## src/rtl/sp_ram_be_clr.sv

```systemverilog
// Single-port synchronous RAM with byte-lane writes, selectable read-during-write,
// optional output register and a clear engine that fills every word with init_val.
//   state | meaning
//   CLEAR | clear engine walks cnt over every word; port accesses dropped
//   READY | normal read/write service
module sp_ram_be_clr #(
    parameter int data_width = 32,
    parameter int add_width  = 4,
    parameter int byte_width = 8,
    parameter int rdw_mode   = 0,
    parameter int out_reg    = 0,
    parameter logic [data_width-1:0] init_val = '0
) (
    input  logic                             clk,
    input  logic                             rst,
    input  logic [data_width-1:0]            data,
    input  logic [add_width-1:0]             addr,
    input  logic [data_width/byte_width-1:0] be,
    input  logic                             write_ena,
    input  logic                             read_ena,
    input  logic                             clr_req,
    output logic [data_width-1:0]            q,
    output logic                             q_valid,
    output logic                             busy
);
    localparam int nb    = data_width / byte_width;
    localparam int depth = 2 ** add_width;

    typedef enum logic {CLEAR, READY} state_t;

    state_t                state, state_next;
    logic [add_width-1:0]  cnt, cnt_next;
    logic [data_width-1:0] ram [depth];
    logic                  accept;
    logic                  do_write;
    logic [data_width-1:0] merged;
    logic [data_width-1:0] rd_data;
    logic                  rd_valid;

    always_ff @(posedge clk or posedge rst) begin
        if (rst) begin
            state <= CLEAR;
            cnt   <= '0;
        end else begin
            state <= state_next;
            cnt   <= cnt_next;
        end
    end

    // clr_req in READY takes priority over any access in the same cycle
    always_comb begin
        state_next = state;
        cnt_next   = cnt;
        accept     = 1'b0;
        case (state)
            CLEAR: begin
                cnt_next = cnt + 1'b1;
                if (&cnt)
                    state_next = READY;
            end
            READY: begin
                if (clr_req) begin
                    state_next = CLEAR;
                    cnt_next   = '0;
                end else begin
                    accept = write_ena | read_ena;
                end
            end
            default: state_next = CLEAR;
        endcase
    end

    assign do_write = accept & write_ena;
    assign busy     = (state == CLEAR);

    always_comb begin
        merged = ram[addr];
        for (int i = 0; i < nb; i++) begin
            if (be[i])
                merged[i*byte_width +: byte_width] = data[i*byte_width +: byte_width];
        end
    end

    // The array itself has no reset; the clear engine initialises it after every reset.
    always_ff @(posedge clk) begin
        if (state == CLEAR)
            ram[cnt] <= init_val;
        else if (do_write)
            ram[addr] <= merged;
    end

    always_ff @(posedge clk or posedge rst) begin
        if (rst) begin
            rd_valid <= 1'b0;
            rd_data  <= '0;
        end else begin
            rd_valid <= accept;
            if (accept)
                rd_data <= (rdw_mode != 0 && write_ena) ? merged : ram[addr];
        end
    end

    generate
        if (out_reg == 0) begin : g_direct
            assign q       = rd_data;
            assign q_valid = rd_valid;
        end else begin : g_piped
            logic [data_width-1:0] q_reg;
            logic                  q_valid_reg;

            always_ff @(posedge clk or posedge rst) begin
                if (rst) begin
                    q_reg       <= '0;
                    q_valid_reg <= 1'b0;
                end else begin
                    q_valid_reg <= rd_valid;
                    if (rd_valid)
                        q_reg <= rd_data;
                end
            end

            assign q       = q_reg;
            assign q_valid = q_valid_reg;
        end
    endgenerate

endmodule

```

## config.mk

```make
export PLATFORM = sky130hd
export DESIGN_NAME = sp_ram_be_clr
export DESIGN_NICKNAME = d
export VERILOG_FILES = /design/src/rtl/sp_ram_be_clr.sv
export SDC_FILE = /design/constraint.sdc
export NUM_CORES = 1
export LEC_CHECK = 0
export BUFFER_PORTS_ARGS = -buffer_cell sky130_fd_sc_hd__buf_2
export CAP_MARGIN = 20
export CELL_PAD_IN_SITES_DETAIL_PLACEMENT = 1
export CELL_PAD_IN_SITES_GLOBAL_PLACEMENT = 1
export CORE_ASPECT_RATIO = 0.8
export CORE_MARGIN = 1
export CORE_UTILIZATION = 54
export CTS_CLUSTER_SIZE = 8
export DETAILED_ROUTE_END_ITERATION = 10
export GPL_ROUTABILITY_DRIVEN = 1
export PLACE_DENSITY = 0.79
export SKIP_LAST_GASP = 1
export SYNTH_ARGS = -nofsm -noshare
export SYNTH_HDL_FRONTEND = slang
export SYNTH_SLANG_ARGS = --single-unit
```

## constraint.sdc

```tcl
create_clock -name clk -period 3.22 [get_ports clk]
set_input_delay 0.483 -clock clk [delete_from_list [all_inputs] [get_ports clk]]
set_output_delay 0.483 -clock clk [all_outputs]
set_load 0.1 [all_outputs]
```

; Word level (Yosys, flattened, before mapping)
; Memories as Yosys holds them, arrays and structs flattened.
; Cells that the tools add are included.
[op_classes]
addsub = 1
bitwise_logic = 3
muxes = 18
reduce_logical = 2
n_eq_ne = 1
[ops]
columns = cell, count
row1 = 2-to-1 mux 32 bit, 1
row2 = 2-to-1 mux 8 bit, 4
row3 = OR reduction 32 bit, 1
row4 = 2-to-1 mux 1 bit, 9
row5 = 2-to-1 mux 4 bit, 2
row6 = case mux 4 bit (2 select lines), 1
row7 = adder 4 x 1 -> 4 bit (second input constant), 1
row8 = AND reduction 4 bit, 1
row9 = != test 2 bit (second input constant), 1
row10 = case mux 1 bit (2 select lines), 1
row11 = AND 1 bit, 1
row12 = inverter 1 bit, 1
row13 = OR 1 bit, 1
[totals]
memories = 1
out_inout_bits = 34
ram_bits = 512
in_bits = 45
reg_bits = 38
elab_cells = 30
[mem_list]
columns = name, words, width, read_ports, rd_ports_with_merged_regs, write_ports, line
row1 = ram, 16, 32, 1, 0, 1, 33  ; logic [data_width-1:0] ram [depth];

; Longest topological paths before layout
; Gate-level depths: netlist of run 1.
[logic_depth]
word_depth = 9
depth_mapped = 7
depth_no_buf = 4

; Worst setup path after synthesis of run 1
; OpenSTA, ideal clock, no wires.
[synth_path]
path_kind = reg2reg
start = register state
end = memory ram[14][0], enable pin
setup_ns = 0.421
n_path_buf = 1
setup_slack_ns = -0.146
arrival_time_ns = 2.945
stages_incl_launch_ff = 6
t_required_ns = 2.799
synth_period_minus_slack_ns = 3.366
path_cell_list = dfrtp_1 clkbuf_1 inv_1 and3_1 a31oi_1 nor2_1
[synth_between]
elab_chain_cells = 7
word_cells_on_any_way = 9
classes_between = mux (7) / bitwise (1) / reduce/logical (1)
[synth_rtl]
columns = item, line
row1 = "start, declared", 31  ; state_t state, state_next;
row2 = "start signal, assigned", 45  ; state <= state_next;
row3 = 2-to-1 mux 1 bit, 55  ; case (state)
row4 = AND 1 bit, 73  ; assign do_write = accept & write_ena;
row5 = 2-to-1 mux 1 bit, 88  ; else if (do_write)
row6 = 2-to-1 mux 1 bit, 86  ; if (state == CLEAR)
row7 = 2-to-1 mux 1 bit (implied by the code), 89  ; ram[addr] <= merged;
row8 = OR reduction 32 bit (no source line), --
row9 = 2-to-1 mux 4 bit (no source line) / 2-to-1 mux 1 bit (equally long branches), --
row10 = "end, declared", 33
; Parallel ways exist; a longest one is shown, timed or not.

; Worst setup path in the final report of run 1
[layout_path]
start = register state
end = memory ram[12][25], enable pin
; The elaborated chain is that of the path after synthesis.

==> results of run 1 <==
power breakdown:
| group | switching (mW) | internal (mW) | leakage (nW) | total (mW) |
|---|---|---|---|---|
| combinational | 3.70 | 1.14 | 2.60 | 4.84 |
| sequential | 0.497 | 9.44 | 5.30 | 9.93 |
| clock | 2.99 | 4.76 | 1.10 | 7.74 |
| total | 7.18 | 15.3 | 9.00 | 22.5 |
what timing repair did:
action / CTS / global route
endpoints found under the hold margin: 15 / 0
gates resized for setup: 0 / 0
endpoints found under the setup margin: 0 / 0
hold buffers: 1 / 0
Yosys cell counts, types with 2 or more instances:
library cell / instances
nor2_1: 50
nor2b_1: 2
edfxtp_1: 512
buf_6: 5
buf_4: 10
o21ai_1: 32
buf_2: 13
mux4_2: 96
o21ai_0: 34
o22a_1: 31
inv_1: 9
clkbuf_1: 35
a31oi_1: 4
dfrtp_1: 38
mux2i_1: 96
a221o_1: 31
nand2_1: 33
buf_1: 2
a21oi_1: 33
and3_1: 2
buf_8: 3
nor3_1: 5
worst max-delay path by stage:
stage / from / endpoint / slack [ns] / cells after the start
final: state / ram[12][25] / 0.39 / 5
after detailed placement: addr[0] / ram[4][12] / -0.06 / 6
after global routing: state / ram[12][28] / 0.29 / 5
after global placement: addr[0] / ram[9][8] / 0.07 / 7
after CTS: state / ram[1][3] / 0.36 / 6
after floorplan: state / ram[14][0] / -0.15 / 5
worst max-delay path: stages (launching register included):
cell and delay [ns]:
dfrtp_1 0.54, nand3b_1 0.27, nor3_1 0.22, nor2_1 0.21, nor2_4 0.81, buf_4 0.43
layout make-up:
class / count / share of cell area [%]
clock inverter: 3 / 0.133
multi-input combinational: 467 / 19.2
timing repair buffer: 160 / 4.72
inverter: 10 / 0.148
sequential: 550 / 64.2
clock buffer: 142 / 9.00
tap: 528 / 2.60
logic make-up (layout without fill, tap and decap cells):
logic type | after synthesis | after routing | synth area share [%]
adder cells (fa/ha/maj) | 1 | 1 | 0.0582
multiplexers | 193 | 193 | 14.6
flip-flops | 550 | 550 | 76.0
buffers and inverters | 78 | 315 | 1.95
XOR/XNOR | 2 | 2 | 0.0816
AO/OA/AOI/OAI | 172 | 172 | 5.41
AND/OR/NAND/NOR | 99 | 99 | 1.90
layer usage:
layer	vias up	GRT usage, %	share of wire [%]
li1	4843	-	-
met1	6222	38.6	39
met2	541	50.5	51
met3	159	5.07	6.1
met4	0	12.7	3.6
met5	-	0	0
through the flow:
| step | power (mW) | worst slack [ns] | instances |
|---|---|---|---|
| floorplan | 12.9 | -0.146 | 1095 |
| CTS | 22.6 | 0.356 | 1840 |
| finish | 22.5 | 0.394 | 1860 |
| global placement | 14.5 | 0.0696 | 1693 |
| detailed placement | 14.8 | -0.0556 | 1694 |
| global route | 23.1 | 0.287 | 1860 |
==> qor.txt, run 1 <==
status = complete, no violations
Yosys cell types = 41
first-pass GRT wire length = 86.1 mm
Reg area = 0.0163 sq mm
Die Wd = 225 um
Boundary Pins = 79
H-tree depth = 3
Period Utilization, post-route = 87.8%
initial antenna violation count = 0
RSZ-0062 raised after global routing = false
largest net degree at the start of global routing = 47
Area growth, synth to finish = 18.3%
Core Area = 0.0387 sq mm
VDD IR max = 0.000738 V
routed vias/inst = 6.33
DRT iter0 DRCs = 1,089
clock latency on the worst-skew pair = 0.59 ns
Area after DPL = 0.0229 sq mm
root buf cell = clkbuf_16
cell accounting for the most synthesized area = edfxtp_1
Seq cells post-synth = 550
Final nets = 1,313
power density cells = 886 mW/mm^2
Port-buffer cells = 78
r2r setup slk = 0.39 ns
crit start category = flop
Rel. slew slack = 23.9%
final cell area excluding filler cells = 0.0254 sq mm
worst-margin pin slew = 1.14 ns
Synth top area share = 71.6%
Setup crit end kind = flop
register area share after synthesis = 76.0%
final wirelength = 59.0 mm
Cells on Worst Hold Path = 2
Fin Hold WS = 0.179 ns
skew final = 0.0147 ns
post-layout util = 65.7%
synthesized net count = 1,141
FF-to-FF path depth = 5
Reg-to-Reg Start = state
ranking of synthesized cells by area = edfxtp_1 (72%), mux4_2 (10%), mux2i_1 (4.5%), dfrtp_1 (4.4%), a221o_1 (1.4%)
diode count = 0
total number of vias = 11,800
Avg Inst Size Synth = 19.6 sq um
number of max-cap violations = 0
Die Y = 180 um
max reg flops = 512
Leak = 9.00 nW
row cnt = 64
DR DRC count = 0
dominant synthesized flop cell = edfxtp_1
Detailed Routing Iterations Pass 1 = 5
vias in the first global route = 13,000
die area = 0.0406 sq mm
commonest non-fill, non-tap cells in the layout = edfxtp_1 (512), mux4_2 (96), mux2i_1 (96), clkbuf_16 (82), buf_2 (75)
HP Class = in2reg
Setup TNS = 0 ns
WHS Endpoint = cnt[2]
EDFF count, synth = 512
cell count after synthesis = 1,095
ANT nets after route = 0
final setup fails = 0
Setup Buffers After CTS = 0
CTS Buffer Depth = 3
most common cell after layout, fill and taps aside = edfxtp_1
asr flop ratio synth = 6.91%
clock sink count = 550
Filler cells = 3,215
share of layout cells above drive strength 1 = 27.2%
yosys warns = 0
Setup CP Type = reg2reg
fin crit period = 2.83 ns
reg-to-reg critical path endpoint = ram[12][25]
Wirelength per Cell = 31.7 um
Arrival @ worst endpoint = 3.08 ns
Synth Cell Area = 0.0215 sq mm
routability cong. = 0.792
Congestion Overflow GR = 0
CTS tree = yes
gr usage total = 29.9%
CP max FO = 20
clock slew at reported path FFs = 0.05 ns
final hold violation count = 0
area of the multi-input gates = 0.00487 sq mm
WP data required = 3.47 ns
Initial Util = 55.5%
Pins Over Slew Limit = 0
Achievable Freq = 354 MHz
total CTS buffers = 78
detailed placer's ending HPWL = 32.6 mm
Hold Crit Start = clr_req
Power figures use the tool's default switching activity.
==> run 2, diff against run 1 <==
--- a/config.mk
+++ b/config.mk
@@ -15,7 +15,7 @@
 export CTS_CLUSTER_SIZE = 8
 export DETAILED_ROUTE_END_ITERATION = 10
 export GPL_ROUTABILITY_DRIVEN = 1
-export PLACE_DENSITY = 0.79
+export PLACE_DENSITY_LB_ADDON = 0.1
 export SKIP_LAST_GASP = 1
 export SYNTH_ARGS = -nofsm -noshare
 export SYNTH_HDL_FRONTEND = slang
==> run 2 against run 1 <==
Register-to-register slack is essentially flat. Wire length fell by 5.4%. Sequential share of layout area is 0.31 points lower. Via count down 1.2%. Critical path type unchanged. Critical endpoint is now ram[2][27]. Highest routed layer unchanged.
==> qor.txt, run 2 (same netlist as run 1, synthesis figures left out) <==
gr usage total = 28.4%
final wirelength = 55.8 mm
Filler cells = 3,203
routed vias/inst = 6.21
die area = 0.0406 sq mm
DRT iter0 DRCs = 1,026
skew final = 0.0124 ns
Resized Gates After CTS = 0
HP Class = in2reg
Hold Crit Start = clr_req
total CTS buffers = 78
sequential power share = 44.4%
CTS tree = yes
row cnt = 64
final cell area excluding filler cells = 0.0255 sq mm
Initial Util = 55.5%
largest net degree at the start of global routing = 47
Wirelength per Cell = 29.8 um
initial antenna violation count = 0
Total Power = 22.3 mW
fin crit period = 2.81 ns
dpl ws = 0.0880 ns
routability cong. = 0.762
placed cells = 1,722
post-layout util = 66.0%
Pins Over Slew Limit = 0
final hold violation count = 0
Congestion Overflow GR = 0
status = complete, no violations
Setup CP Type = reg2reg
diode count = 0
WP data required = 3.49 ns
CTS Buffer Depth = 3
Setup crit end kind = flop
ANT nets after route = 0
cts hold-fix bufs = 0
H-tree depth = 3
Area growth, synth to finish = 18.9%
RSZ-0062 raised after global routing = false
net switching power = 6.98 mW
commonest non-fill, non-tap cells in the layout = edfxtp_1 (512), mux4_2 (96), mux2i_1 (96), buf_4 (87), clkbuf_16 (81)
Arrival @ worst endpoint = 3.08 ns
Leak = 9.08 nW
max reg flops = 512
Boundary Pins = 79
clock latency on the worst-skew pair = 0.59 ns
Reg-to-Reg Start = state
Final nets = 1,334
VDD IR max = 0.000606 V
Rel. slew slack = 25.5%
final setup fails = 0
CP startpoint = state
CP max FO = 22
Setup Buffers After CTS = 0
clock sink count = 550
Detailed Routing Iterations Pass 1 = 7
root buf cell = clkbuf_16
Port-buffer cells = 78
Core Area = 0.0387 sq mm
share of layout cells above drive strength 1 = 28.2%
Setup TNS = 0 ns
number of max-cap violations = 0
most common cell after layout, fill and taps aside = edfxtp_1
first-pass GRT wire length = 82.0 mm
power density cells = 872 mW/mm^2
switching share of power = 31.4%
Area after DPL = 0.0232 sq mm
Clock Power Share = 33.9%
total number of vias = 11,600
Die Y = 180 um
Period Utilization, post-route = 87.4%
DR DRC count = 0
Gate power share = 21.7%
worst-margin pin slew = 1.12 ns
clock slew at reported path FFs = 0.05 ns
Finished Layout Cells = 1,873
Worst Slack Setup Final = 0.406 ns
crit start category = flop
Fin Hold WS = 0.198 ns
Die Wd = 225 um
vias in the first global route = 12,400
P_int = 15.3 mW
detailed placer's ending HPWL = 32.0 mm
Achievable Freq = 355 MHz
## run 2: metal layers
layer / GRT usage (%) / vias to the layer above / wire length, um
li1: - / 4870 / -
met1: 40.1 / 6263 / 23700
met2: 46.1 / 400 / 27700
met3: 4.84 / 95 / 3100
met4: 8.27 / 0 / 1210
met5: 0 / - / 0
## run 2: power groups by stage
stage	combinational (mW)	clock [mW]	sequential, mW
after floorplan	1.75	0	11.2
after global placement	4.73	0	9.90
after detailed placement	4.82	0	9.99
after CTS	4.85	7.63	9.88
after global routing	5.04	7.89	9.98
final	4.83	7.55	9.89
## run 2: layout make-up
cell class	count	area (sq um)	area share, %
flip-flops and latches	550	16300	63.9
multi-input cells	467	4870	19.1
clock buffers	137	2250	8.80
repair buffers	181	1390	5.46
well taps	528	661	2.59
inverters	10	37.5	0.147
## run 2: critical path, stage by stage (launching register included)
cell,delay (ns)
dfrtp_1,0.53
nand3b_1,0.24
nor3_1,0.21
a31oi_1,0.08
buf_4,0.19
nor2_4,0.86
buf_4,0.38
## run 2: final timing paths
check	end	slack, ns	cells after the start
max in group asynchronous	q[27]	2.19	4
worst max-delay path	ram[2][27]	0.41	6
worst max register to register	ram[2][27]	0.41	6
worst min register to register	q[19]	0.48	2
min in group asynchronous	q[17]	0.48	3
worst min-delay path	cnt[2]	0.20	2
==> run 3, diff against run 2 <==
==> constraint.sdc (replaced) <==
create_clock -name clk -period 2.9 [get_ports clk]
set_input_delay 0.435 -clock clk [delete_from_list [all_inputs] [get_ports clk]]
set_output_delay 0.435 -clock clk [all_outputs]
set_load 0.1 [all_outputs]
==> run 3 against run 2 <==
Via count increased by 0.91%. Clock power increased by 13%. Critical path type unchanged. First-iteration DRC count increased by 8.0%. Final cell count increased by 0.85%.
==> qor.txt, run 3 (same netlist as run 1, synthesis figures left out) <==
Setup crit end kind = flop
RSZ-0062 raised after global routing = false
Period Utilization, post-route = 94.4%
clock latency on the worst-skew pair = 0.59 ns
Die Wd = 225 um
diode count = 0
DR DRC count = 0
final setup fails = 0
power density cells = 974 mW/mm^2
commonest non-fill, non-tap cells in the layout = edfxtp_1 (512), mux4_2 (96), mux2i_1 (96), buf_4 (89), clkbuf_16 (81)
dpl ws = -0.296 ns
Cells on Worst Hold Path = 2
status = complete, no violations
Initial Util = 55.5%
CTS tree = yes
Achievable Freq = 365 MHz
number of max-cap violations = 0
Reg area = 0.0163 sq mm
die area = 0.0406 sq mm
Area after DPL = 0.0233 sq mm
FF-to-FF path depth = 4
Rel. slew slack = 24.3%
routability cong. = 0.750
HP Class = in2reg
max reg flops = 512
Leak = 9.16 nW
H-tree depth = 3
skew final = 0.0206 ns
Port-buffer cells = 78
gr usage total = 29.2%
placed cells = 1,731
Filler cells = 3,224
Pins Over Slew Limit = 0
Setup Buffers After CTS = 0
Resized Gates After CTS = 0
final hold violation count = 0
ANT nets after route = 0
cts hold-fix bufs = 1
clock slew at reported path FFs = 0.05 ns
share of layout cells above drive strength 1 = 28.7%
Worst Slack Setup Final = 0.161 ns
Detailed Routing Iterations Pass 1 = 5
clock sink count = 550
Wirelength per Cell = 30.5 um
root buf cell = clkbuf_16
crit start category = flop
Die Y = 180 um
most common cell after layout, fill and taps aside = edfxtp_1
CTS Buffer Depth = 3
total CTS buffers = 78
WP data required = 3.13 ns
Core Area = 0.0387 sq mm
Finished Layout Cells = 1,889
detailed placer's ending HPWL = 32.3 mm
fin crit period = 2.74 ns
initial antenna violation count = 0
Setup TNS = 0 ns
Fin Hold WS = 0.112 ns
area of the multi-input gates = 0.00487 sq mm
Boundary Pins = 79
final cell area excluding filler cells = 0.0257 sq mm
worst-margin pin slew = 1.14 ns
Setup CP Type = reg2reg
row cnt = 64
Congestion Overflow GR = 0
routed vias/inst = 6.21
DRT iter0 DRCs = 1,108
vias in the first global route = 12,600
Final nets = 1,342
CP max FO = 16
final wirelength = 57.7 mm
largest net degree at the start of global routing = 39
first-pass GRT wire length = 84.0 mm
Arrival @ worst endpoint = 2.97 ns
total number of vias = 11,700
Area growth, synth to finish = 19.8%
VDD IR max = 0.000698 V
run 3: cell count changes in the layout (fill, tap and decap cells not counted):
cell      change
buf_12        +6
buf_4         +2
clkbuf_1      +4
inv_6         +4
run 3: final timing paths:
check / start / slack, ns / to
setup / recovery: state / 0.16 / ram[11][26]
hold / removal: clr_req / 0.11 / cnt[2]
setup reg to reg: state / 0.16 / ram[11][26]
hold reg to reg: q[22] / 0.48 / q[22]
max in group asynchronous: rst / 1.72 / q[5]
min in group asynchronous: rst / 0.49 / cnt[0]
run 3: metal layers:
layer  up-vias  wire length [um]  GRT usage (%)  part of all wire (%)
met4         0              1380           8.76                   2.4
met2       440             29800           49.1                    52
met5         -                 0              0                     0
li1       4899                 -              -                     -
met3       107              3350           5.36                   5.8
met1      6288             23200           39.0                    40
run 3: worst max-delay path, stage by stage (launching register included):
cell	delay [ns]
dfrtp_1	0.53
and3b_1	0.39
buf_4	0.35
o21ai_0	0.24
a21oi_1	0.87
run 3: final cells by class:
class / count / area share [%]
clock inverters: 4 / 0.136
repair buffers: 189 / 5.94
multi-input cells: 467 / 18.9
inverters: 10 / 0.146
flip-flops and latches: 550 / 63.5
clock buffers: 141 / 8.79
well taps: 528 / 2.57
run 3: through the flow:
step / utilization (%) / power, mW
final: 66.5 / 25.0
after global routing: 66.5 / 25.7
after CTS: 66.3 / 25.1
after detailed placement: 60.3 / 16.6
after global placement: 60.3 / 16.4
after floorplan: - / 14.3
run 3: report_power, final:
| part | switching (mW) | leakage, nW | internal, mW |
|---|---|---|---|
| sequential | 0.512 | 5.30 | 10.5 |
| clock | 3.30 | 1.09 | 5.23 |
| combinational | 4.11 | 2.77 | 1.42 |
| total | 7.92 | 9.16 | 17.1 |
